## src/rtl/imem_loader.sv

```systemverilog
// Instruction memory loader: packs a byte stream into little-endian 32-bit words,
// writes them from word address 0 upward and holds the CPU in reset while loading.
module imem_loader #(
  parameter int ADDR_W = 8,
  parameter int DEPTH  = 256
) (
  input  logic              i_clk,
  input  logic              i_rst,
  input  logic              i_start,
  input  logic [ADDR_W:0]   i_num_words,
  input  logic              i_byte_valid,
  input  logic [7:0]        i_byte_data,
  output logic              o_byte_ready,
  output logic [ADDR_W-1:0] o_mem_address,
  output logic [31:0]       o_mem_data,
  output logic              o_mem_wren,
  output logic              o_cpu_hold,
  output logic              o_busy,
  output logic              o_done,
  output logic              o_error
);

  typedef enum logic [1:0] {S_IDLE, S_LOAD, S_WRITE, S_DONE} state_t;

  localparam logic [ADDR_W:0] LP_DEPTH = (ADDR_W+1)'(DEPTH);
  localparam logic [ADDR_W:0] LP_ONE   = (ADDR_W+1)'(1);

  state_t              r_state;
  logic [ADDR_W:0]     r_num_words;
  logic [ADDR_W-1:0]   r_addr;
  logic [1:0]          r_byte_idx;
  logic [23:0]         r_word;
  logic [ADDR_W-1:0]   r_mem_address;
  logic [31:0]         r_mem_data;
  logic                r_byte_ready;
  logic                r_mem_wren;
  logic                r_cpu_hold;
  logic                r_busy;
  logic                r_done;
  logic                r_error;

  state_t              w_state_next;
  logic [ADDR_W:0]     w_num_words_next;
  logic [ADDR_W-1:0]   w_addr_next;
  logic [1:0]          w_byte_idx_next;
  logic [23:0]         w_word_next;
  logic [ADDR_W-1:0]   w_mem_address_next;
  logic [31:0]         w_mem_data_next;
  logic                w_error_next;
  logic [ADDR_W:0]     w_addr_inc;
  logic                w_start_ok;
  logic                w_accept;

  assign w_addr_inc = {1'b0, r_addr} + LP_ONE;
  assign w_start_ok = (i_num_words != '0) && (i_num_words <= LP_DEPTH);
  assign w_accept   = i_byte_valid && r_byte_ready;

  always_comb begin
    w_state_next       = r_state;
    w_num_words_next   = r_num_words;
    w_addr_next        = r_addr;
    w_byte_idx_next    = r_byte_idx;
    w_word_next        = r_word;
    w_mem_address_next = r_mem_address;
    w_mem_data_next    = r_mem_data;
    w_error_next       = 1'b0;
    case (r_state)
      S_IDLE: begin
        if (i_start) begin
          if (w_start_ok) begin
            w_num_words_next = i_num_words;
            w_addr_next      = '0;
            w_byte_idx_next  = '0;
            w_state_next     = S_LOAD;
          end else begin
            w_error_next = 1'b1;
          end
        end
      end
      S_LOAD: begin
        if (w_accept) begin
          w_byte_idx_next = r_byte_idx + 2'd1;
          case (r_byte_idx)
            2'd0: w_word_next[7:0]   = i_byte_data;
            2'd1: w_word_next[15:8]  = i_byte_data;
            2'd2: w_word_next[23:16] = i_byte_data;
            default: begin
              // Fourth byte goes straight into the output word for the write cycle
              w_mem_data_next    = {i_byte_data, r_word};
              w_mem_address_next = r_addr;
              w_state_next       = S_WRITE;
            end
          endcase
        end
      end
      S_WRITE: begin
        if (w_addr_inc == r_num_words) begin
          w_state_next = S_DONE;
        end else begin
          w_addr_next     = w_addr_inc[ADDR_W-1:0];
          w_byte_idx_next = '0;
          w_state_next    = S_LOAD;
        end
      end
      default: w_state_next = S_IDLE;
    endcase
  end

  // Status outputs are registered copies of what the next state implies
  always_ff @(posedge i_clk) begin
    if (i_rst) begin
      r_state       <= S_IDLE;
      r_num_words   <= '0;
      r_addr        <= '0;
      r_byte_idx    <= '0;
      r_word        <= '0;
      r_mem_address <= '0;
      r_mem_data    <= '0;
      r_byte_ready  <= 1'b0;
      r_mem_wren    <= 1'b0;
      r_cpu_hold    <= 1'b0;
      r_busy        <= 1'b0;
      r_done        <= 1'b0;
      r_error       <= 1'b0;
    end else begin
      r_state       <= w_state_next;
      r_num_words   <= w_num_words_next;
      r_addr        <= w_addr_next;
      r_byte_idx    <= w_byte_idx_next;
      r_word        <= w_word_next;
      r_mem_address <= w_mem_address_next;
      r_mem_data    <= w_mem_data_next;
      r_byte_ready  <= (w_state_next == S_LOAD);
      r_mem_wren    <= (w_state_next == S_WRITE);
      r_cpu_hold    <= (w_state_next == S_LOAD) || (w_state_next == S_WRITE);
      r_busy        <= (w_state_next == S_LOAD) || (w_state_next == S_WRITE);
      r_done        <= (w_state_next == S_DONE);
      r_error       <= w_error_next;
    end
  end

  assign o_byte_ready  = r_byte_ready;
  assign o_mem_address = r_mem_address;
  assign o_mem_data    = r_mem_data;
  assign o_mem_wren    = r_mem_wren;
  assign o_cpu_hold    = r_cpu_hold;
  assign o_busy        = r_busy;
  assign o_done        = r_done;
  assign o_error       = r_error;

endmodule

```

## config.mk

```make
export PLATFORM = sky130hd
export DESIGN_NAME = imem_loader
export DESIGN_NICKNAME = d
export VERILOG_FILES = /design/src/rtl/imem_loader.sv
export SDC_FILE = /design/constraint.sdc
export NUM_CORES = 1
export LEC_CHECK = 0
export BUFFER_PORTS_ARGS = -buffer_cell sky130_fd_sc_hd__buf_2
export CAP_MARGIN = 20
export CELL_PAD_IN_SITES_DETAIL_PLACEMENT = 0
export CELL_PAD_IN_SITES_GLOBAL_PLACEMENT = 1
export CORE_MARGIN = 10
export CORE_UTILIZATION = 30
export CTS_BUF_LIST = sky130_fd_sc_hd__clkbuf_4
export CTS_CLUSTER_SIZE = 40
export DETAILED_ROUTE_END_ITERATION = 8
export GPL_TIMING_DRIVEN = 1
export PLACE_DENSITY = 0.66
export SLEW_MARGIN = 20
export SYNTH_ARGS = -nofsm -noshare
export SYNTH_HDL_FRONTEND = slang
export SYNTH_SLANG_ARGS = --single-unit
```

## constraint.sdc

```tcl
create_clock -name i_clk -period 3.25 [get_ports i_clk]
set_clock_uncertainty 0.1 [all_clocks]
set_input_delay 0.325 -clock i_clk [delete_from_list [all_inputs] [get_ports i_clk]]
set_output_delay 0.325 -clock i_clk [all_outputs]
set_load 0.01 [all_outputs]
```

# Word level (Yosys, flattened, before mapping)
# Index checks and enable logic that the tools add are counted.
[word_totals]
reg_bits = 90
output_inout_bits = 46
inputBits = 21
[op_classes]
magnitude_cmp = 1
n_eq_ne = 12
n_bitwise = 3
add_sub_neg = 2
muxes = 16
reduce_logical = 17
[op_table]
columns = ["operator", "count"]
rows = [
  ["two-way mux 8 bit", 3],
  ["two-way mux 2 bit", 9],
  ["case mux 8 bit (2 select lines)", 1],
  ["AND reduction 3 bit", 5],
  ["case mux 2 bit (3 select lines)", 2],
  ["adder 8 x 1 -> 9 bit (second input constant)", 1],
  ["equality test 9 bit", 1],
  ["less-or-equal comparator 9 bit (second input constant)", 1],
  ["nonzero test 9 bit", 1],
  ["equality test 2 bit (second input constant)", 4],
  ["inequality test 2 bit (second input constant)", 4],
  ["equality test 2 x 1 -> 1 bit (second input constant)", 3],
  ["OR reduction 3 bit", 2],
  ["AND reduction 5 bit", 1],
  ["logical NOT 2 bit", 2],
  ["AND reduction 4 bit", 1],
  ["NOT 1 bit", 3],
  ["nonzero test 3 bit", 1],
  ["adder 2 x 1 -> 2 bit (second input constant)", 1],
  ["logical AND 1 bit", 2],
  ["nonzero test 2 bit", 1],
  ["logical OR 1 bit", 1],
  ["two-way mux 1 bit", 1],
]

# Longest topological paths before layout
# Gate-level depths: netlist of the first run.
[depth]
depth_word = 7
mapped_depth = 12
mapped_depth_nobuf = 10

# Worst setup path after synthesis of the first run
# OpenSTA, ideal clock, no wires.
[synth_timing]
kind = "register to register"
from = "register r_addr[0]"
to = "register r_busy (netlist: o_busy)"
arrival_ps = 2178
path_slack_ps = 846
synth_period_minus_slack_ps = 2404
t_required_ps = 3024
path_buffers = 2
setup_time_ps = 126
path_stages_with_launch = 12
path_cell_list = "dfxtp_1 > ha_1 > clkbuf_1 > and3_1 > a311o_1 > a22o_1 > and2_1 > buf_6 > nor2_2 > inv_1 > ha_1 > nor2_1"
[synth_via]
elab_chain_cells = 6
word_cells_on_any_way = 7
[synth_rtl]
columns = ["item", "line", "source"]
rows = [
  ["from (decl)", "30", "logic [ADDR_W-1:0] r_addr;"],
  ["from (signal assigned)", "128", "r_addr <= w_addr_next;"],
  ["adder 8 x 1 -> 9 bit (*)", "54", "assign w_addr_inc = {1'b0, r_addr} + LP_ONE;"],
  ["equality test 9 bit (*)", "97", "if (w_addr_inc == r_num_words) begin"],
  ["two-way mux 2 bit (*)", "97", ""],
  ["case mux 2 bit (3 select lines) (*)", "67", "case (r_state)"],
  ["via w_state_next[1]", "42", "state_t w_state_next;"],
  ["equality test 2 x 1 -> 1 bit / equality test 2 bit (equally long branches)", "136", "r_busy <= (w_state_next == S_LOAD) || (w_state_next == S_WRITE);"],
  ["logical OR 1 bit (*)", "136", ""],
  ["to (signal assigned)", "136", ""],
  ["to (decl)", "38", "logic r_busy;"],
]
# The timed path passes the listed nets; every way through them passes the cells marked *.
# A chain may end at the register's enable or synchronous reset.

# Worst setup path in the final report of the first run
# Ends and elaborated chain as after synthesis.

==> results of run 1 <==
-- critical path, cell delays in order, from the launching register on --
cell	delay, ns
dfxtp_1	0.56
ha_1	0.45
xor3_1	0.23
nor4_1	0.05
a311o_1	0.33
a22o_1	0.25
and2_1	0.26
nor2_2	0.17
inv_1	0.08
ha_1	0.27
nor2_1	0.04
-- metrics by stage --
step | total power (uW) | setup slack, ns | cell area (sq um)
6_report | 2028 | 0.3305 | 4521
5_1_grt | 2119 | 0.1208 | 4521
4_1_cts | 2056 | 0.3423 | 4521
3_5_place_dp | 1244 | 0.3905 | 4259
3_3_place_gp | 1243 | 0.4395 | 4259
2_1_floorplan | 1207 | 0.8461 | 3886
-- registers in the layout (all words and copies together) (netlist names), 2 cells and up --
register and cells:
r_word 24, r_state 2, o_mem_address 8, r_addr 8, o_mem_data 32, r_num_words 9
r_byte_idx 2
-- layer usage --
layer	share of wire [%]	track usage [%]
met2	45	18.17
met5	0	0
met4	1.7	4.776
met1	48	14.26
met3	5.6	3.996
-- cell type report --
type	instances	area, sq um
fill	1392	8150
multi-input combinational	331	1818
sequential	90	1802
timing repair buffer	81	460.4
tap	172	215.2
clock inverter	7	123.9
clock buffer	9	67.56
inverter	9	33.78
-- cells by family after synthesis --
kind of cell             synth area share [%]
multiplexers                            2.318
buffers and inverters                   6.857
AND/OR/NAND/NOR                         23.21
adder cells (fa/ha/maj)                 2.576
AO/OA/AOI/OAI                           16.26
flip-flops                              46.36
XOR/XNOR                                2.415
-- cell usage after synthesis (all sizes together), types with 3 or more instances --
cell type / number / area share, %
o21ai: 6 / 0.87
buf: 10 / 2.2
a31oi: 4 / 0.64
nand2b: 3 / 0.48
and3: 7 / 1.2
clkbuf: 26 / 3.8
o211ai: 5 / 1.1
nor2: 22 / 2.2
xnor2: 5 / 1.1
dfxtp: 90 / 46
inv: 9 / 0.87
nor2b: 3 / 0.48
ha: 8 / 2.6
nand2: 119 / 12
nor3: 5 / 0.77
nor4: 4 / 0.64
mux2i: 9 / 2.3
o21a: 3 / 0.58
a21oi: 69 / 9.0
nand3: 30 / 4.0
xor2: 3 / 0.68
-- power by group --
| group | internal, uW | switching, uW | leakage [uW] |
|---|---|---|---|
| Sequential | 1110 | 9.05 | 0.000726 |
| Clock | 399 | 404 | 0.000103 |
| Combinational | 40.7 | 62.4 | 0.000945 |
| Total | 1550 | 475 | 0.00177 |
-- path summary, 6_finish.rpt --
path / start / to / slack [ns]
setup / recovery: r_addr[0] / o_busy / 0.33
hold / removal: i_num_words[3] / r_num_words[3] / 0.04
setup reg to reg: r_addr[0] / o_busy / 0.33
hold reg to reg: o_mem_data[11] / o_mem_data[11] / 0.36
==> results.txt, run 1 <==
Fin Hold WS - 0.04091 ns
Inst Count DP - 676
Mapped Cells - 466
Worst setup path class - register to register
Initial DRT Pass Iterations - 4
Status - complete, no violations
Period utilization - 89.83%
Starting Density - 30.67%
Gr ovfl total - 0
Max-slew violations - 0
Number of synthesized flops with an enable pin - 0
Synth Net Count - 495
Post-synth top flop - dfxtp_1
IO Port Bufs - 66
FF-to-FF path depth - 10
Diode count - 0
Setup Fix Bufs, Post-CTS - 0
Async S/R FF share, synth - 0%
CTS tree - yes
Vias in the first global route - 3341
Final setup violation count - 0
Worst Path Max Fanout - 11
Dpl hpwl - 7.323 mm
Chip Width - 133.8 microns
Nets@finish - 551
CTS sink cnt - 90
Fraction of layout cells with a size suffix above 1 - 19.73%
Clk pin slew, worst setup/hold paths - 0.14 ns
Synth-to-layout area growth - 16.32%
Total wire length - 10.14 mm
Post-CTS Resized - 0
Hold_buf cts - 7
Final core occ - 35.68%
RSZ-0062 raised after global routing - no
YS warnings - 0
Flops & latches, synth - 90
CTS Buf Count - 9
Syn avg cell area - 8.340 sq um
Io pins - 67
Min-delay worst type - primary input to register
Worst VDD drop - 0.2320 mV
Leading cell type in the layout, fill and taps excluded - nand2_1
Cell Pwr Density - 448.5 nW/um^2
Routed len/inst - 14.50 microns
Distinct cell type count after synthesis - 57
H-Tree Depth - 3
Routed Antenna Nets - 0
1st-iter DRT viols - 255
Worst-Skew Late Latency - 0.45 ns
Global placer's final weighted congestion - 0.8426
Register area share after synthesis - 46.36%
# Max-Cap Violations - 0
Pin count of the biggest net entering global routing - 60
Clock buffer depth - 2
Worst Setup Start Kind - register
FP Rows - 41
Die area - 17910 sq um
Final setup TNS - 0 ns
Worst Path Arrival - 3.15 ns
First-pass GRT wire length - 17.00 mm
Least-Margin Pin Slew - 0.6091 ns
Tmin final - 2.920 ns
Mapped cell area - 3886 sq um
WHS Path Cells - 3
Commonest non-fill, non-tap cells in the layout - nand2_1 (118), dfxtp_1 (90), a21oi_1 (68), buf_2 (66), nand3_1 (29)
DRC violations left - 0
Root Buffer - clkbuf_4
Pleak - 0.001774 uW
Worst Path Required - 3.48 ns
Fin cells - 699
CP Capture Type - register
Via Count - 3340
Via density - 4.778
Core area - 12670 sq um
All-Layer GR Usage - 11.62%
Fin. Hold Viols - 0
Achievable Freq - 0.3425 GHz
Slew HR - 59.39%
Die Span Y - 133.8 microns
Number of antenna violations at the first check in global routing - 0
(Power assumes the default switching activity.)
==> inputs of run 2 (changes only) <==
Settings changed: SETUP_SLACK_MARGIN set to 0.5.
==> run 2 against run 1 <==
Count of clock-buffer cells in the layout unchanged. Highest routed layer unchanged. Critical endpoint unchanged. Sequential power about the same. Critical path depth unchanged. First-iteration DRC count increased by 11%.
==> results.txt, run 2 (synthesized netlist as in run 1, its figures left out) <==
Status - complete, no violations (unchanged)
Die Span Y - 133.8 microns (unchanged)
Fin Hold WS - 0.03315 ns (was 0.04091 ns)
Pleak - 0.001774 uW (about the same)
R2r startpoint - r_addr[0] (unchanged)
DRC violations left - 0 (unchanged)
Via Count - 3353 (was 3340)
R2R setup slack - 0.67 ns (was 0.33 ns)
CP Capture Point - o_busy (unchanged)
Vias in the first global route - 3342 (was 3341)
1st-iter DRT viols - 282 (was 255)
Clock buffer depth - 2 (unchanged)
Final setup violation count - 0 (unchanged)
Commonest non-fill, non-tap cells in the layout - nand2_1 (118), dfxtp_1 (84), a21oi_1 (68), buf_2 (66), nand3_1 (29) (was nand2_1 (118), dfxtp_1 (90), a21oi_1 (68), buf_2 (66), nand3_1 (29))
Via density - 4.797 (was 4.778)
Initial DRT Pass Iterations - 4 (unchanged)
Final setup TNS - 0 ns (unchanged)
Total wire length - 10.17 mm (was 10.14 mm)
Clk pin slew, worst setup/hold paths - 0.14 ns (about the same)
Period utilization - 79.23% (was 89.83%)
Worst Path Max Fanout - 11 (unchanged)
Chip Width - 133.8 microns (unchanged)
Least-Margin Pin Slew - 0.6113 ns (was 0.6091 ns)
Cell Pwr Density - 447.2 nW/um^2 (was 448.5 nW/um^2)
Achievable Freq - 0.3883 GHz (was 0.3425 GHz)
Worst Path Required - 3.48 ns (about the same)
Starting Density - 30.67% (unchanged)
All-Layer GR Usage - 11.62% (unchanged)
Routed len/inst - 14.55 microns (was 14.50 microns)
Worst Setup Start Kind - register (unchanged)
Core area - 12670 sq um (unchanged)
Dpl ws - 0.3905 ns (unchanged)
Nets@finish - 551 (unchanged)
Max-slew violations - 0 (unchanged)
DP Area - 4259 sq um (unchanged)
Slew HR - 59.24% (was 59.39%)
Min-delay worst type - primary input to register (unchanged)
Worst VDD drop - 0.2320 mV (about the same)
Routed Antenna Nets - 0 (unchanged)
CTS tree - yes (unchanged)
H-Tree Depth - 3 (unchanged)
Gr ovfl total - 0 (unchanged)
Fraction of layout cells with a size suffix above 1 - 21.06% (was 19.73%)
Max reg flops - 32 (unchanged)
Synth-to-layout area growth - 16.84% (was 16.32%)
RSZ-0062 raised after global routing - no (unchanged)
Worst-Skew Late Latency - 0.46 ns (was 0.45 ns)
Dpl hpwl - 7.323 mm (unchanged)
CTS Buf Count - 9 (unchanged)
CTS sink cnt - 90 (unchanged)
Leading cell type in the layout, fill and taps excluded - nand2_1 (unchanged)
Crit path from - r_addr[0] (unchanged)
Die area - 17910 sq um (unchanged)
First-pass GRT wire length - 17.00 mm (unchanged)
Io pins - 67 (unchanged)
Pin count of the biggest net entering global routing - 60 (unchanged)
Fin. Hold Viols - 0 (unchanged)
Post-route cell area - 4541 sq um (was 4521 sq um)
IO Port Bufs - 66 (unchanged)
Root Buffer - clkbuf_4 (unchanged)
Global placer's final weighted congestion - 0.8426 (unchanged)
Final Worst Setup Slack - 0.6750 ns (was 0.3305 ns)
Tmin final - 2.575 ns (was 2.920 ns)
FF-to-FF path depth - 10 (unchanged)
Diode count - 0 (unchanged)
Worst setup path class - register to register (unchanged)
Worst Path Arrival - 2.81 ns (was 3.15 ns)
# Max-Cap Violations - 0 (unchanged)
Total power - 2030 uW (was 2028 uW)
Worst R2R End - o_busy (unchanged)
FP Rows - 41 (unchanged)
Fillers - 1391 (was 1392)
Number of antenna violations at the first check in global routing - 0 (unchanged)
CP Capture Type - register (unchanged)
run 2: cell counts in the layout (fill, tap and decap cells not counted):
No cell type changed its count.
run 2: worst min path at each step:
stage | slack, ns | cells after the start | to | start
after floorplan | 0.33 | 2 | o_mem_data[0] | r_word[0]
after CTS | 0.001 | 3 | r_num_words[3] | i_num_words[3]
after global placement | 0.34 | 2 | o_mem_data[29] | o_mem_data[29]
after global routing | 0.008 | 3 | o_mem_data[24] | i_byte_data[0]
final | 0.03 | 3 | r_num_words[3] | i_num_words[3]
after detailed placement | 0.34 | 2 | o_mem_data[21] | o_mem_data[21]
run 2: where the power goes:
group          switching [uW]  leakage (uW)  internal (uW)
clock                     406      0.000103            399
sequential               9.06      0.000729           1110
combinational            62.7      0.000941           40.7
total                     478       0.00177           1550
run 2: routing by layer:
layer / vias to the layer above / part of all wire (%) / GRT usage [%]
met5: - / 0 / 0
met4: 0 / 1.9 / 4.776
met3: 18 / 6.0 / 3.996
met2: 94 / 45 / 18.17
met1: 1554 / 47 / 14.26
li1: 1687 / - / -
run 2: layout make-up:
class	instances	area, sq um	area share [%]
multi-input cells	331	1831	40.31
inverters	9	33.78	0.7440
repair buffers	81	460.4	10.14
flip-flops and latches	90	1809	39.85
clock inverters	7	123.9	2.728
well taps	172	215.2	4.740
clock buffers	9	67.56	1.488
run 2: through the flow:
stage / cells / utilization, %
floorplan: 466 / -
global placement: 676 / 33.61
detailed placement: 676 / 33.61
CTS: 699 / 35.72
global route: 699 / 35.83
finish: 699 / 35.83
run 2: worst max-delay path: stages (launching register included):
cell and delay (ns):
dfxtp_2 0.48, ha_4 0.24, xor3_1 0.17, nor4_1 0.05, a311o_1 0.33, a22o_1 0.25
and2_1 0.26, nor2_2 0.17, inv_1 0.08, ha_1 0.27, nor2_1 0.04
run 2: what timing repair did:
action                                  CTS  global route
setup buffers                             0             0
endpoints found under the setup margin    4             4
endpoints found under the hold margin     7             0
gates resized for setup                   3             5
hold buffers                              7             0
==> inputs of run 3 (changes only) <==
Settings changed: ABC_AREA set to 1, PLACE_DENSITY 0.66 to 0.67.
Clock period 3.25 ns to 2.41 ns, I/O delays scaled along.
==> run 3 against run 2 <==
Power up 30%. Area after synthesis down 2.4%. Fmax up 34%. Non-clock buffer count up 15. Worst setup slack worse by 0.18 ns. Sequential share of layout area down 1.4 points. Register-to-register slack worse by 0.18 ns. Wire length up 1.7%. Cell count up 11%. Critical endpoint is now r_byte_idx[0].
==> results.txt, run 3 <==
Post-synth top flop - dfxtp_1 (unchanged)
Fin cells - 773 (was 699)
Achievable Freq - 0.5218 GHz (was 0.3883 GHz)
Worst VDD drop - 0.2347 mV (was 0.2320 mV)
DRC violations left - 0 (unchanged)
Worst Path Max Fanout - 5 (was 11)
First-pass GRT wire length - 17.15 mm (was 17.00 mm)
Via Count - 3500 (was 3353)
Worst Setup Start Kind - register (unchanged)
Diode count - 0 (unchanged)
Number of antenna violations at the first check in global routing - 0 (unchanged)
Nets@finish - 627 (was 551)
CTS sink cnt - 90 (unchanged)
1st-iter DRT viols - 222 (was 282)
Io pins - 67 (unchanged)
CTS Buf Count - 9 (unchanged)
Mapped cell area - 3792 sq um (was 3886 sq um)
Number of synthesized flops with an enable pin - 0 (unchanged)
Least-Margin Pin Slew - 0.6243 ns (was 0.6113 ns)
CP delay by family, top - simple AND/OR/NAND/NOR gates (was compound AO/OA/AOI/OAI gates)
Max reg flops - 32 (unchanged)
Gr ovfl total - 0 (unchanged)
Chip Width - 132.4 microns (was 133.8 microns)
Total wire length - 10.34 mm (was 10.17 mm)
CP Capture Type - register (unchanged)
Distinct cell type count after synthesis - 29 (was 57)
Fraction of layout cells with a size suffix above 1 - 22.63% (was 21.06%)
Core area - 12520 sq um (was 12670 sq um)
All-Layer GR Usage - 11.85% (was 11.62%)
Starting Density - 30.30% (was 30.67%)
Initial DRT Pass Iterations - 4 (unchanged)
FF-to-FF path depth - 13 (was 10)
Worst setup path class - register to register (unchanged)
Pleak - 0.002167 uW (was 0.001774 uW)
Cell Chain, Critical Path - ha_4 -> nand2_1 -> nand2_1 -> nand3_1 -> nor2_1 -> nand3_1 -> nor2_2 -> nand3_4 -> buf_4 -> nand3_1 -> nand2_1 -> inv_1 -> nor2_2 (was ha_4 -> xor3_1 -> nor4_1 -> a311o_1 -> a22o_1 -> and2_1 -> nor2_2 -> inv_1 -> ha_1 -> nor2_1)
Final setup TNS - 0 ns (unchanged)
CP max stage delay - 0.39 ns (was 0.48 ns)
Clk pin slew, worst setup/hold paths - 0.13 ns (was 0.14 ns)
Vias in the first global route - 3509 (was 3342)
Mapped Cells - 517 (was 466)
Synth-to-layout area growth - 24.25% (was 16.84%)
Via density - 4.528 (was 4.797)
Fillers - 1394 (was 1391)
Number of cells on the critical path - 13 (was 10)
Commonest cells in the netlist - nor2_1 (101), dfxtp_1 (90), nand2_1 (79) (was nand2_1 (118), dfxtp_1 (90), a21oi_1 (68))
Pin count of the biggest net entering global routing - 68 (was 60)
CP bufs+invs - 2 (was 1)
RSZ-0062 raised after global routing - yes (was no)
YS warnings - 0 (unchanged)
Routed len/inst - 13.38 microns (was 14.55 microns)
Cell accounting for the most synthesized area - dfxtp_1 (unchanged)
Commonest non-fill, non-tap cells in the layout - nor2_1 (97), dfxtp_1 (86), nand2_1 (74), buf_2 (66), o21ai_0 (56) (was nand2_1 (118), dfxtp_1 (84), a21oi_1 (68), buf_2 (66), nand3_1 (29))
Area share of the largest cell type after synthesis - 47.51% (was 46.36%)
Inst Count DP - 737 (was 676)
FP Rows - 41 (unchanged)
Crit path from - r_addr[0] (unchanged)
Worst R2R End - r_byte_idx[0] (was o_busy)
Flops & latches, synth - 90 (unchanged)
Clock buffer depth - 2 (unchanged)
Fin. Hold Viols - 0 (unchanged)
Register area share after synthesis - 47.51% (was 46.36%)
CP Capture Point - r_byte_idx[0] (was o_busy)
Tmin final - 1.916 ns (was 2.575 ns)
Max-slew violations - 0 (unchanged)
R2r startpoint - r_addr[0] (unchanged)
Async S/R FF share, synth - 0% (unchanged)
H-Tree Depth - 3 (unchanged)
Synth area leaders - dfxtp_1 (48%), nor2_1 (10%), nand2_1 (7.8%) (was dfxtp_1 (46%), nand2_1 (11%), a21oi_1 (8.8%))
Routed Antenna Nets - 0 (unchanged)
Leading cell type in the layout, fill and taps excluded - nor2_1 (was nand2_1)
Root Buffer - clkbuf_4 (unchanged)
Count leader, synth - nor2_1 (was nand2_1)
Status - complete, no violations (unchanged)
Global placer's final weighted congestion - 0.7890 (was 0.8426)
Syn avg cell area - 7.335 sq um (was 8.340 sq um)
Slew HR - 58.22% (was 59.24%)
Dpl hpwl - 7.259 mm (was 7.323 mm)
# Max-Cap Violations - 0 (unchanged)
Worst-Skew Late Latency - 0.45 ns (was 0.46 ns)
Final setup violation count - 0 (unchanged)
Die Span Y - 132.4 microns (was 133.8 microns)
Die area - 17540 sq um (was 17910 sq um)
R2R setup slack - 0.49 ns (was 0.67 ns)
Worst Path Arrival - 2.18 ns (was 2.81 ns)
Period utilization - 79.52% (was 79.23%)
Synth Net Count - 546 (was 495)
Min-delay worst type - primary input to register (unchanged)
Crit-path slowest cell - dfxtp_4 (was dfxtp_2)
IO Port Bufs - 66 (unchanged)
CTS tree - yes (unchanged)
Cell Pwr Density - 561.3 nW/um^2 (was 447.2 nW/um^2)
Worst Path Required - 2.67 ns (was 3.48 ns)
## run 3: worst min-delay path, cell delays in order
cell	delay, ns
buf_2	0.15
nand3_1	0.10
a21oi_1	0.06
## run 3: what timing repair did
action	4_1_cts	5_1_grt
buffers inserted	4	1
pin swaps	5	5
setup endpoints to repair	15	23
hold buffers	17	0
cloned	0	0
resized for setup	17	12
hold endpoints to repair	32	0
## run 3: layer usage
| metal | global-route usage (%) | wire [microns] |
|---|---|---|
| met1 | 14.40 | 4769 |
| met2 | 19.30 | 4860 |
| met3 | 3.596 | 576 |
| met4 | 4.340 | 138 |
| met5 | 0 | 0 |
## run 3: worst min-delay path by stage
stage                    from    endpoint  slack (ns)  depth (start not counted)
6_report       i_byte_data[0]   r_word[8]        0.04                          3
5_1_grt        i_byte_data[0]   r_word[0]        0.01                          3
4_1_cts        i_byte_data[0]   r_word[0]       0.003                          3
3_5_place_dp       r_word[14]  r_word[14]        0.35                          2
3_3_place_gp       r_word[15]  r_word[15]        0.35                          2
2_1_floorplan           i_rst  r_word[15]        0.21                          1
## run 3: where the power goes
group / switching (uW) / total, uW / internal, uW
clock network: 495 / 823 / 328
logic: 175 / 280 / 106
registers: 25.4 / 1540 / 1520
## run 3: cells by family (layout without fill, tap and decap cells)
logic type | count (synthesis) | in the layout | synth area share (%)
adders and majority gates | 8 | 8 | 2.639
DFF | 90 | 90 | 47.51
xor gates and xnor gates | 1 | 1 | 0.2310
AOI/OAI and AO/OA | 94 | 94 | 12.60
and+or+nand+nor | 251 | 251 | 29.26
buffers and inverters | 73 | 157 | 7.753
## run 3: cell type report
cell class	count	area [sq um]	share of cell area, %
Inverter	47	178.9	3.797
Tap cell	172	215.2	4.567
Multi-Input combinational cell	354	1775	37.68
Clock inverter	3	42.54	0.9028
Clock buffer	11	82.58	1.753
Timing Repair Buffer	96	605.6	12.85
Sequential cell	90	1812	38.45
## run 3: per-stage QoR
step                utilization (%)  setup slack, ns  hold slack (ns)  total power [uW]  area, sq um
floorplan                         -           0.5124           0.2101              1738         3792
global placement              34.22           0.2821           0.3514              1814         4283
detailed placement            34.22           0.1965           0.3540              1818         4283
CTS                           37.24           0.4985         0.002563              2679         4661
global route                  37.64           0.3566          0.01279              2778         4712
finish                        37.64           0.4936          0.04112              2645         4712
